[src/rtl/multiplier_pkg.sv]
// Shared types and helpers for the parametrised iterative multiplier.
//   state_t   : controller states (IDLE, RUN, DONE)
//   MAX_WIDTH : widest operand the magnitude helper supports (exclusive)
//   twos_mag  : two's-complement magnitude of the low w bits of a value
package multiplier_pkg;

  typedef enum logic [1:0] {
    IDLE = 2'd0,
    RUN  = 2'd1,
    DONE = 2'd2
  } state_t;

  localparam int unsigned MAX_WIDTH = 256;

  // The caller zero-extends a w-bit operand into v. When bit w-1 is set the
  // full-width negation is returned; its low w bits are the magnitude. The
  // most-negative value maps to 2^(w-1), which still fits in w unsigned bits.
  function automatic logic [MAX_WIDTH-1:0] twos_mag(input logic [MAX_WIDTH-1:0] v,
                                                    input int unsigned        w);
    logic [MAX_WIDTH-1:0] sign_sh;
    logic [MAX_WIDTH-1:0] m;
    sign_sh = v >> (w - 1);
    m       = v;
    if (sign_sh[0]) m = ~v + MAX_WIDTH'(1);
    return m;
  endfunction

endpackage

[src/rtl/multiplier_step.sv]
// One radix step of the shift-and-add multiplier (purely combinational).
//   acc      : running 2*WIDTH-bit accumulator
//   mcand    : multiplicand magnitude
//   slice    : low BITS_PER_CYCLE bits of the remaining multiplier
//   pos      : bit position of the slice within the original multiplier
//   acc_next : acc + (mcand * slice) << pos
module multiplier_step #(
  parameter int unsigned WIDTH          = 32,
  parameter int unsigned BITS_PER_CYCLE = 1
) (
  input  logic [2*WIDTH-1:0]        acc,
  input  logic [WIDTH-1:0]          mcand,
  input  logic [BITS_PER_CYCLE-1:0] slice,
  input  logic [$clog2(WIDTH)-1:0]  pos,
  output logic [2*WIDTH-1:0]        acc_next
);

  localparam int unsigned AW = 2 * WIDTH;

  logic [AW-1:0] partial;

  always_comb begin
    partial  = AW'(mcand) * AW'(slice);
    acc_next = acc + (partial << pos);
  end

endmodule

[src/rtl/multiplier_iterative_param.sv]
// Iterative WIDTH x WIDTH -> 2*WIDTH multiplier, BITS_PER_CYCLE multiplier
// bits retired per cycle, signed or unsigned per operation, with a
// valid/ready handshake on both sides.
//   clk, rst_n          : clock, asynchronous active-low reset
//   valid_in / ready_in : operand handshake (signed_mode, a, b)
//   valid_out/ready_out : result handshake (r held until taken)
//   busy                : high while iterating
module multiplier_iterative_param
  import multiplier_pkg::*;
#(
  parameter int unsigned WIDTH          = 32,
  parameter int unsigned BITS_PER_CYCLE = 1
) (
  input  logic               clk,
  input  logic               rst_n,
  input  logic               valid_in,
  output logic               ready_in,
  input  logic               signed_mode,
  input  logic [WIDTH-1:0]   a,
  input  logic [WIDTH-1:0]   b,
  output logic               valid_out,
  input  logic               ready_out,
  output logic [2*WIDTH-1:0] r,
  output logic               busy
);

  localparam int unsigned ITER = WIDTH / BITS_PER_CYCLE;
  localparam int unsigned CW   = $clog2(ITER + 1);
  localparam int unsigned PW   = $clog2(WIDTH);
  localparam int unsigned AW   = 2 * WIDTH;

  if (WIDTH < 2 || WIDTH >= MAX_WIDTH) begin : g_bad_width
    $fatal(1, "multiplier_iterative_param: WIDTH out of range");
  end
  if (WIDTH % BITS_PER_CYCLE != 0) begin : g_bad_bpc
    $fatal(1, "multiplier_iterative_param: WIDTH must be a multiple of BITS_PER_CYCLE");
  end

  state_t               state, state_next;
  logic [CW-1:0]        cnt;
  logic [PW-1:0]        pos;
  logic [AW-1:0]        acc, acc_next;
  logic [WIDTH-1:0]     mcand, mplier, a_mag, b_mag;
  logic                 neg;
  logic                 accept;
  logic [MAX_WIDTH-1:0] a_ext, b_ext;
  logic                 unused_ext_bits;

  assign ready_in  = (state == IDLE) || (state == DONE && ready_out);
  assign accept    = valid_in && ready_in;
  assign busy      = (state == RUN);
  assign valid_out = (state == DONE);

  always_comb begin
    a_ext = twos_mag(MAX_WIDTH'(a), WIDTH);
    b_ext = twos_mag(MAX_WIDTH'(b), WIDTH);
    a_mag = signed_mode ? a_ext[WIDTH-1:0] : a;
    b_mag = signed_mode ? b_ext[WIDTH-1:0] : b;
  end

  assign unused_ext_bits = ^{a_ext[MAX_WIDTH-1:WIDTH], b_ext[MAX_WIDTH-1:WIDTH]};

  multiplier_step #(
    .WIDTH          (WIDTH),
    .BITS_PER_CYCLE (BITS_PER_CYCLE)
  ) u_step (
    .acc      (acc),
    .mcand    (mcand),
    .slice    (mplier[BITS_PER_CYCLE-1:0]),
    .pos      (pos),
    .acc_next (acc_next)
  );

  always_ff @(posedge clk or negedge rst_n) begin
    if (!rst_n) state <= IDLE;
    else        state <= state_next;
  end

  always_comb begin
    state_next = state;
    unique case (state)
      IDLE:    if (valid_in) state_next = RUN;
      RUN:     if (cnt == CW'(1)) state_next = DONE;
      DONE:    if (ready_out) state_next = valid_in ? RUN : IDLE;
      default: state_next = IDLE;
    endcase
  end

  always_ff @(posedge clk or negedge rst_n) begin
    if (!rst_n) begin
      cnt    <= '0;
      pos    <= '0;
      acc    <= '0;
      mcand  <= '0;
      mplier <= '0;
      neg    <= 1'b0;
      r      <= '0;
    end else if (accept) begin
      mcand  <= a_mag;
      mplier <= b_mag;
      neg    <= signed_mode && (a[WIDTH-1] ^ b[WIDTH-1]);
      acc    <= '0;
      cnt    <= CW'(ITER);
      pos    <= '0;
    end else if (state == RUN) begin
      acc    <= acc_next;
      mplier <= mplier >> BITS_PER_CYCLE;
      cnt    <= cnt - CW'(1);
      pos    <= pos + PW'(BITS_PER_CYCLE);
      // Final step: the sum from this cycle goes straight into r with the
      // sign applied, so the result lands on the same edge as DONE.
      if (cnt == CW'(1)) r <= neg ? (~acc_next + AW'(1)) : acc_next;
    end
  end

endmodule

[config.mk]
export PLATFORM = sky130hd
export DESIGN_NAME = multiplier_iterative_param
export DESIGN_NICKNAME = d
export VERILOG_FILES = /design/src/rtl/multiplier_pkg.sv /design/src/rtl/multiplier_step.sv /design/src/rtl/multiplier_iterative_param.sv
export SDC_FILE = /design/constraint.sdc
export NUM_CORES = 1
export LEC_CHECK = 0
export CAP_MARGIN = 0
export CELL_PAD_IN_SITES_DETAIL_PLACEMENT = 1
export CELL_PAD_IN_SITES_GLOBAL_PLACEMENT = 1
export CORE_MARGIN = 10
export CORE_UTILIZATION = 41
export CTS_BUF_LIST = sky130_fd_sc_hd__clkbuf_4 sky130_fd_sc_hd__clkbuf_8
export CTS_CLUSTER_SIZE = 16
export DETAILED_ROUTE_END_ITERATION = 8
export GPL_TIMING_DRIVEN = 0
export PLACE_DENSITY = 0.77
export SETUP_SLACK_MARGIN = 0.15
export SLEW_MARGIN = 5
export SYNTH_ARGS = -nofsm -noshare
export SYNTH_HDL_FRONTEND = slang
export SYNTH_HIERARCHICAL = 1
export SYNTH_SLANG_ARGS = --single-unit
[constraint.sdc]
create_clock -name clk -period 5.8 [get_ports clk]
set_clock_uncertainty 0.1 [all_clocks]
set_input_delay 0.87 -clock clk [delete_from_list [all_inputs] [get_ports clk]]
set_output_delay 0.87 -clock clk [all_outputs]
set_load 0.005 [all_outputs]
==> flow_summary_export.csv <==
group,metric,value,unit
critical_path,reg2regPathDepth,26,
clock_tree,cts-htree-levels,2,
floorplan,die_w,219,um
critical_path,worstSetupEndpointType,"flop",
clock_tree,clock_sinks,206,
final_layout,final_nets,2507,
sta,relSlewSlack,0.00753,
critical_path,crit_slowest_cell,"mux4_2",
floorplan,dieArea,47900,um2
synth,syn-instance-count,2075,
critical_path,r2r_end,"r[63]",
synth,ys.flop_type,"dfrtp_1",
status,violations,"setup timing",
synth,synth_cell_types,80,
critical_path,crit_cells,26,
synth,synth_sequential_area_ratio,0.318,
sta,max_freq,152,MHz
final_layout,seq_area,5160,um2
final_layout,drive_gt1_frac,0.224,
clock_tree,clock_path_buffers,3,
sta,setup_ws,-0.769,ns
sta,finalCriticalPeriod,6.57,ns
drt,drt-initial-drc-count,1131,
floorplan,io_pins,136,
synth,syn_nets,2214,
drt,vias_per_cell,5.95,
sta,setup_violations,29,
final_layout,final_common_cell,"nand2_1",
global_routing,grt_usage,0.266,
final_layout,postLayoutCellArea,22000,um2
final_layout,final_cell_mix,"nand2_1 (364), o21ai_0 (211), dfrtp_1 (205)",
placed_design,place_area,18600,um2
drt,first_pass_iters,5,
drt,drc,0,
floorplan,initial_core_util,0.417,
worst_hold_path,hp-class,"reg -> reg",
final_layout,layout.cells.non_filler,2912,
critical_path,cp-endpoint,"r[63]",
worst_hold_path,min_from,"r[12]",
floorplan,core_area,38900,um2
synth,synth_edf_count,0,
synth,synth-seq-cells,206,
global_routing,grt_overflow,0,
critical_path,r2r_slack,-0.77,ns
global_routing,grt_pass1_vias,17900,
global_routing,grt_max_degree,89,
global_routing,grt_pass1_wl,102,mm
final_layout,fill_cells,4645,
placed_design,routabilityCongestion,0.933,
critical_path,worstPathMaxFanout,8,
critical_path,cpLargestDelayFamily,"compound AO/OA/AOI/OAI gates",
synth,avgSynthCellArea,7.81,um2
clock_tree,cts_tree,"built",
critical_path,cp_slowest_stage_delay,0.52,ns
sta,finalMaxSlewViolations,0,
critical_path,critical_path.startpoint_type,"flop",
placed_design,dpl.hpwl,49.1,mm
clock_tree,clk_latency,0.64,ns
global_routing,antenna_found_initial,0,
job,drv_cap,0,
clock_tree,numCtsBuffers,40,
sta,tightest_slew,1.49,ns
final_layout,synthToLayoutAreaGrowth,35.4,%
critical_path,arrival,6.94,ns
drt,wl_per_cell,23.2,um
drt,routed_wl,67.4,mm
critical_path,crit_buf_inv,5,
drt,vias,17300,
synth,async_flop_share,1.00,
critical_path,r2r-start,"pos[0]",
status,status,"finished, violations left",
sta,fin_crit_sh,1.13,
floorplan,die_h,219,um
floorplan,rows,72,
placed_design,dp_cells,2731,
placed_design,io_buffers,135,
critical_path,critPathKind,"reg -> reg",
sta,rsz0062_at_grt,"yes",
critical_path,required,6.17,ns
drt,ant_nets,0,
critical_path,crit_start,"pos[0]",
sta,hold_viol,0,
final_layout,multiInputGateArea,12000,um2
clock_tree,clockRootBuffer,"clkbuf_8",
synth,syn_area,16200,um2
clock_tree,path_clk_slew,0.06,ns
synth,yosysWarnings,6,
[area by class of cell]
class                   count  share of cell area
flip-flops and latches    206               0.235
inverters                  33             0.00576
diodes                      1            0.000114
plain buffers             144              0.0373
repair buffers            251               0.107
well taps                 518              0.0295
clock inverters             8             0.00262
multi-input cells        1692               0.547
clock buffers              59              0.0356
[through the flow]
stage / TNS, ns / utilization / worst slack, ns / hold slack (ns)
floorplan: 0 / - / 0.122 / 0.361
global placement: -1150.75 / 0.475 / -5.40 / 0.362
detailed placement: -49.10 / 0.477 / -1.96 / 0.372
CTS: -11.51 / 0.529 / -0.647 / 0.385
global route: -20.00 / 0.564 / -0.918 / 0.409
finish: -13.94 / 0.564 / -0.769 / 0.378
[per-layer routing]
metal,vias up,wire (um),track usage
li1,8008,-,-
met1,8670,28000,0.318
met2,476,32600,0.446
met3,169,3280,0.0536
met4,0,3490,0.138
met5,-,0,0
[kinds of logic (layout without fill, tap and decap cells)]
| kind of cell | count (synthesis) | in the layout | share of synthesized area |
|---|---|---|---|
| buf+inv | 177 | 495 | 0.0421 |
| mux | 69 | 69 | 0.0455 |
| compound gates | 643 | 643 | 0.242 |
| other cells | 0 | 1 | 0 |
| flops | 206 | 206 | 0.318 |
| xor+xnor | 170 | 170 | 0.0918 |
| fa+ha+maj | 70 | 70 | 0.0545 |
| simple gates | 740 | 740 | 0.206 |
[worst min-delay path by stage]
stage                 to  slack [ns]  depth (start not counted)
5_1_grt            r[35]        0.41                          2
4_1_cts            r[12]        0.38                          2
2_1_floorplan  mcand[31]        0.36                          2
3_5_place_dp       r[36]        0.37                          2
6_report           r[12]        0.38                          2
3_3_place_gp       r[36]        0.36                          2
[registers in the layout (all words and copies together), names as in the netlist]
register,count
neg,1
pos,5
mcand,32
state,2
r,64
cnt,6
mplier,32
acc,64
[synthesized netlist by cell type, drive strengths merged (7+ instances only)]
master	n	area share
a22o	7	0.0038
inv	32	0.0074
o21bai	11	0.0051
and2	11	0.0042
a31oi	18	0.0069
or2	10	0.0039
o22ai	20	0.0077
mux2	17	0.012
buf	26	0.0071
a211oi	10	0.0049
nand3	39	0.012
nand2b	10	0.0043
xnor2	63	0.034
a21o	28	0.013
o41ai	20	0.014
nand2	373	0.086
nor2	136	0.031
or4	21	0.010
xor2	107	0.058
nor3	40	0.012
dfrtp	206	0.32
a21oi	130	0.040
mux2i	50	0.031
or3	19	0.0073
clkbuf	118	0.027
nor4	22	0.0093
nor2b	13	0.0050
nand4	26	0.010
o21ai	290	0.090
o31ai	37	0.017
a22oi	24	0.011
ha	69	0.053
and3	7	0.0027
o211ai	17	0.0085
[tightest hold or removal path: cells and delay by family, from the launching register on]
kind,cells,cell delay (ns)
and+or+nand+nor,1,0.05
DFF,1,0.34
AOI/OAI and AO/OA,1,0.06
[what timing repair did]
| item | CTS | global route |
|---|---|---|
| setup endpoints to repair | 48 | 48 |
| setup buffers | 39 | 71 |
| hold buffers | 1 | 0 |
| pin swaps | 37 | 91 |
| resized for setup | 220 | 203 |
| gates cloned | 0 | 2 |
| endpoints found under the hold margin | 14 | 0 |
Power is not shown: default switching activity piles up to over one toggle a cycle in this logic, so the estimate is an artifact.
